==> src/rtl/npc_unit.sv <==
// Program-counter register and next-PC selection for the MIPS cores, with
// in-unit branch compare, stall hold, exception/EPC handling and ERET.
module npc_unit #(
    parameter int unsigned WIDTH      = 32,
    parameter logic [31:0] RESET_ADDR = 32'h0000_3000,
    parameter logic [31:0] EXC_ADDR   = 32'h0000_4180
) (
    input  logic             clk,
    input  logic             reset,
    input  logic             stall,
    input  logic [2:0]       npc_sel,
    input  logic [2:0]       cmp_op,
    input  logic [WIDTH-1:0] rs_data,
    input  logic [WIDTH-1:0] rt_data,
    input  logic [25:0]      instr_index,
    input  logic [15:0]      immediate,
    input  logic             exc_req,
    input  logic             eret,
    output logic [WIDTH-1:0] pc,
    output logic [WIDTH-1:0] pc_plus4,
    output logic [WIDTH-1:0] pc_prev,
    output logic [WIDTH-1:0] epc,
    output logic             branch_taken,
    output logic             addr_err
);

    typedef enum logic [2:0] {
        SEL_SEQ    = 3'b000,
        SEL_BRANCH = 3'b001,
        SEL_JUMP   = 3'b010,
        SEL_REG    = 3'b011
    } sel_e;

    typedef enum logic [2:0] {
        CMP_EQ  = 3'b000,
        CMP_NE  = 3'b001,
        CMP_LEZ = 3'b010,
        CMP_GTZ = 3'b011,
        CMP_LTZ = 3'b100,
        CMP_GEZ = 3'b101
    } cmp_e;

    localparam logic [WIDTH-1:0] RESET_PC = WIDTH'(RESET_ADDR);
    localparam logic [WIDTH-1:0] EXC_PC   = WIDTH'(EXC_ADDR);

    logic             cond;
    logic             rs_neg;
    logic             rs_zero;
    logic             misaligned;
    logic [WIDTH-1:0] br_offset;
    logic [WIDTH-1:0] br_target;
    logic [WIDTH-1:0] jump_target;
    logic [WIDTH-1:0] npc;

    assign rs_neg      = rs_data[WIDTH-1];
    assign rs_zero     = (rs_data == '0);
    assign pc_plus4    = pc + WIDTH'(4);
    assign br_offset   = {{(WIDTH-18){immediate[15]}}, immediate, 2'b00};
    assign br_target   = pc_plus4 + br_offset;
    assign jump_target = {pc[WIDTH-1:28], instr_index, 2'b00};
    assign misaligned  = (npc_sel == SEL_REG) && (rs_data[1:0] != 2'b00);

    always_comb begin
        cond = 1'b0;
        case (cmp_op)
            CMP_EQ:  cond = (rs_data == rt_data);
            CMP_NE:  cond = (rs_data != rt_data);
            CMP_LEZ: cond = rs_neg || rs_zero;
            CMP_GTZ: cond = !rs_neg && !rs_zero;
            CMP_LTZ: cond = rs_neg;
            CMP_GEZ: cond = !rs_neg;
            default: cond = 1'b0;
        endcase
    end

    assign branch_taken = (npc_sel == SEL_BRANCH) && cond;

    always_comb begin
        npc = pc_plus4;
        case (npc_sel)
            SEL_BRANCH: npc = branch_taken ? br_target : pc_plus4;
            SEL_JUMP:   npc = jump_target;
            SEL_REG:    npc = rs_data;
            default:    npc = pc_plus4;
        endcase
    end

    // Exception and ERET bypass stall; a misaligned register jump is a trap
    // that only fires on a non-stalled cycle.
    always_ff @(posedge clk or posedge reset) begin
        if (reset) begin
            pc       <= RESET_PC;
            pc_prev  <= '0;
            epc      <= '0;
            addr_err <= 1'b0;
        end else begin
            addr_err <= 1'b0;
            if (exc_req) begin
                epc     <= pc;
                pc      <= EXC_PC;
                pc_prev <= pc;
            end else if (eret) begin
                pc      <= epc;
                pc_prev <= pc;
            end else if (stall) begin
                pc      <= pc;
            end else if (misaligned) begin
                epc      <= pc;
                pc       <= EXC_PC;
                pc_prev  <= pc;
                addr_err <= 1'b1;
            end else begin
                pc      <= npc;
                pc_prev <= pc;
            end
        end
    end

endmodule
==> config.mk <==
export PLATFORM = sky130hd
export DESIGN_NAME = npc_unit
export DESIGN_NICKNAME = d
export VERILOG_FILES = /design/src/rtl/npc_unit.sv
export SDC_FILE = /design/constraint.sdc
export NUM_CORES = 1
export LEC_CHECK = 0
export CAP_MARGIN = 20
export CORE_MARGIN = 1
export CORE_UTILIZATION = 43
export CTS_CLUSTER_SIZE = 40
export DETAILED_ROUTE_END_ITERATION = 12
export GPL_TIMING_DRIVEN = 1
export PLACE_DENSITY_LB_ADDON = 0.08
export SLEW_MARGIN = 20
export SYNTH_ARGS = -nofsm -noshare
export SYNTH_HDL_FRONTEND = slang
export SYNTH_SLANG_ARGS = --single-unit
==> constraint.sdc <==
create_clock -name clk -period 3.9 [get_ports clk]
set_clock_uncertainty 0.15 [all_clocks]
set_input_delay 1.17 -clock clk [delete_from_list [all_inputs] [get_ports clk]]
set_output_delay 1.17 -clock clk [all_outputs]
set_load 0.03 [all_outputs]
==> results by group <==
Status
  – Status: complete, but fails checks
  – Failing checks: negative setup slack

Final layout
  – Design area: 12,930 sq um
  – Share of cells above drive strength 1: 0.3249
  – Reg area: 2437 sq um
  – Finished Core Util: 0.7478
  – Area of the multi-input gates: 5585 sq um
  – Layout fillers: 1,311
  – P&R area growth vs syn: 69.46%
  – Antenna diodes: 0
  – Fin nets: 1,494

Clocking
  – H-tree depth: 3
  – Clk sinks: 97
  – CTS Buf Count: 9
  – TritonCTS clock tree: yes
  – Clk_lat worst skew: 0.35 ns
  – Root buffer cell: clkbuf_16
  – Reg clk slew, reported paths: 0.07 ns
  – Maximum clock path buffer count: 2

Global route
  – Global Route Usage Sum: 0.3690
  – Initial antenna violation count: 0
  – Pin count of the biggest net entering global routing: 41
  – First-pass GRT wire length: 50,000 um
  – Vias in the first global route: 8,683
  – Gr ovfl total: 0

Floorplanning
  – Die H: 135.2 um
  – Core area: 17,300 sq um
  – Die X: 135.2 um
  – Starting density of the core: 0.4413
  – Die area: 18,290 sq um
  – Rows: 48
  – I/O pin cnt: 247

STA
  – Final hold viol count: 0
  – Max frequency: 0.2432 GHz
  – Relative slew margins: 0.4817
  – Min cycle time layout: 4.112 ns
  – Unrepaired setup endpoints after global routing: true
  – Worst slew pin tran: 0.7728 ns
  – Crit share post-route: 1.054
  – Final worst slack: -0.2123 ns
  – Setup-failing EPs final: 1
  – Slew Viols, Final: 0
  – Setup TNS: -0.2123 ns
  – Tightest hold margin: 0.3174 ns

Critical path
  – Worst Path Max Fanout: 3
  – CP Cell Sequence: clkdlybuf4s15_2 -> nor4_4 -> nand4_1 -> nor2_2 -> or4b_4 -> o311ai_4 -> nor2_4 -> nand2_2 -> inv_2 -> buf_12
  – Crit path kind: in -> out
  – Worst EP arrival: 2.79 ns
  – Worst-case reg-to-reg path depth: 19
  – Critical R2R Launch: pc[6]$_DFFE_PP0P_
  – Reg2reg end: pc[30]$_DFFE_PP0P_
  – CP startpoint kind: primary input
  – Worst stage delay on the critical path: 0.30 ns
  – Critical path's top delay family: simple AND/OR/NAND/NOR gates
  – Crit. End Element: output pin
  – Critical Path RT: 2.58 ns
  – Worst path slowest cell: nor4_4
  – Buf/Inv on CP: 3
  – Flop-to-flop setup slack: 0.05 ns

Routing
  – DRC: 0
  – Final wirelength: 34,270 um
  – Via density: 5.799
  – Post-DRT Antenna Nets: 0
  – Drt pass-1 iters: 6
  – DR WL/cell: 21.83 um
  – Initial drt markers: 882
  – Via count of the routed design: 9,104

Power
  – Peak VDD IR: 228.6 uV
  – Static Leak: 5.935 nW
  – Pwr Density: 303.3 nW/um^2
  – Power after layout: 3.922 mW

Logic synthesis
  – Area share of fa/ha/maj cells after synthesis: 0.06164
  – Async S/R FF share, synth: 1.000
  – Gate Count Post-Synth: 917
  – Seq cells post-synth: 97
  – Dominant synthesized flop cell: dfrtp_1
  – Most area-hungry cell type in the Yosys netlist: dfrtp_1
  – Average size of a mapped cell: 8.323 sq um
  – Yosys cell types: 77
  – Simple-gate area share of the yosys netlist: 0.2057
  – Post-synth EDFFs: 0
  – Mux cell area share after synthesis: 0.06639
  – Yosys top cell area share: 0.3115
  – Post-synthesis cell area: 7632 sq um
  – Largest family of logic cells by synthesized area: compound AO/OA/AOI/OAI gates
  – Net Count, Synth: 1,071
  – Ranking of synthesized cells by area: dfrtp_1, nand2_1, ha_1
  – Post-Synth XOR/XNOR Area: 0.08951
  – Register area share after synthesis: 0.3184
  – Synth Area in Compound Gates: 0.2152
  – Ys Warns: 0

Hold path
  – Hold path depth: 2
  – Min-delay worst type: reg -> reg
  – Worst hold path startpoint: pc_prev[22]$_DFFE_PP0P_
  – Hold endpoint: pc_prev[22]$_DFFE_PP0P_

Place
  – DPL Wire Length: 26,820 um
  – Cell Area, Placed: 12,100 sq um
  – Number of I/O port buffers: 246
  – Routability cong.: 1.008

Run
  – MaxCap Viol Count: 0
-- registers in the layout (all words and copies together), names as in the netlist --
| register | flops |
|---|---|
| epc | 32 |
| pc | 32 |
| pc_prev | 32 |
| addr_err | 1 |
-- worst reg2reg max path: cells and delay by family (launching register included) --
family	cells	cell delay (ns)
buffers and inverters	5	0.77
AND/OR/NAND/NOR	8	0.99
AO/OA/AOI/OAI	4	1.01
adder cells (fa/ha/maj)	1	0.32
flip-flops	1	0.40
XOR/XNOR	1	0.15
-- kinds of logic (layout without fill, tap and decap cells) --
| kind of cell | Yosys count | in the layout |
|---|---|---|
| buffers and inverters | 81 | 509 |
| adders and majority gates | 37 | 37 |
| xor gates and xnor gates | 78 | 78 |
| and+or+nand+nor | 330 | 330 |
| AOI/OAI and AO/OA | 248 | 248 |
| muxes | 46 | 46 |
| DFF | 97 | 97 |
-- through the flow --
step,cells,worst slack (ns)
6_report,1570,-0.2123
5_1_grt,1570,-0.2700
2_1_floorplan,917,-0.1144
3_3_place_gp,1543,-0.8802
3_5_place_dp,1543,-0.8446
4_1_cts,1561,-0.1760
-- worst max-delay path by stage --
| stage | startpoint | to | slack (ns) | cells past startpoint |
|---|---|---|---|---|
| 4_1_cts | rt_data[8] | branch_taken | -0.18 | 11 |
| 3_5_place_dp | rs_data[17] | branch_taken | -0.84 | 11 |
| 5_1_grt | rt_data[20] | branch_taken | -0.27 | 10 |
| 3_3_place_gp | rs_data[17] | branch_taken | -0.88 | 11 |
| 6_report | rs_data[2] | branch_taken | -0.21 | 10 |
| 2_1_floorplan | pc[8]$_DFFE_PP0P_ | pc[28]$_DFFE_PP0P_ | -0.11 | 16 |
-- placed cells by master (no fill, tap or decap), types with 12 or more instances in the layout --
cell,count
buf_4,210
clkdlybuf4s50_1,159
nand2_1,144
dfrtp_1,89
o21ai_0,57
nor2_1,54
a21oi_1,52
mux2_2,34
xor2_1,30
ha_1,30
inv_1,25
nand3_1,22
dlygate4sd2_1,22
a22oi_1,21
buf_12,20
xnor2_1,18
buf_2,17
xor2_2,15
clkdlybuf4s15_1,15
a21o_1,14
nand4_1,13
nor4_1,12
-- where the power goes --
| part | internal (mW) | switching [mW] | total (mW) |
|---|---|---|---|
| combinational | 0.845 | 1.00 | 1.85 |
| sequential | 1.10 | 0.0877 | 1.18 |
| clock | 0.467 | 0.422 | 0.888 |
-- metal layers --
| layer | wire length, um | GRT usage | part of all wire |
|---|---|---|---|
| met1 | 14540 | 0.5183 | 0.42 |
| met2 | 14910 | 0.5382 | 0.44 |
| met3 | 3627 | 0.1051 | 0.11 |
| met4 | 1180 | 0.1273 | 0.034 |
| met5 | 0 | 0 | 0 |
-- cells in the mapped netlist (14+ instances only) --
master    instances
nand2_1         145
dfrtp_1          95
nor2_1           63
o21ai_0          58
a21oi_1          57
xor2_1           48
ha_1             36
mux2_2           34
clkbuf_1         30
xnor2_1          30
inv_1            29
nand3_1          25
a22oi_1          21
nor4_1           20
a21o_1           14
buf_2            14
-- what timing repair did --
action / CTS / global route
cloned: 0 / 0
endpoints found under the setup margin: 27 / 27
gates resized for setup: 222 / 55
buffers inserted: 2 / 9
hold buffers: 0 / 0
pin swaps: 38 / 26
-- layout make-up --
cell class	instances	area share
Clock inverter	6	0.004450
Inverter	29	0.008707
Timing Repair Buffer	464	0.3263
Clock buffer	10	0.01848
Sequential cell	97	0.1884
Multi-Input combinational cell	739	0.4318
Tap cell	225	0.02177
Note: power is estimated with default switching activity, not from simulation.
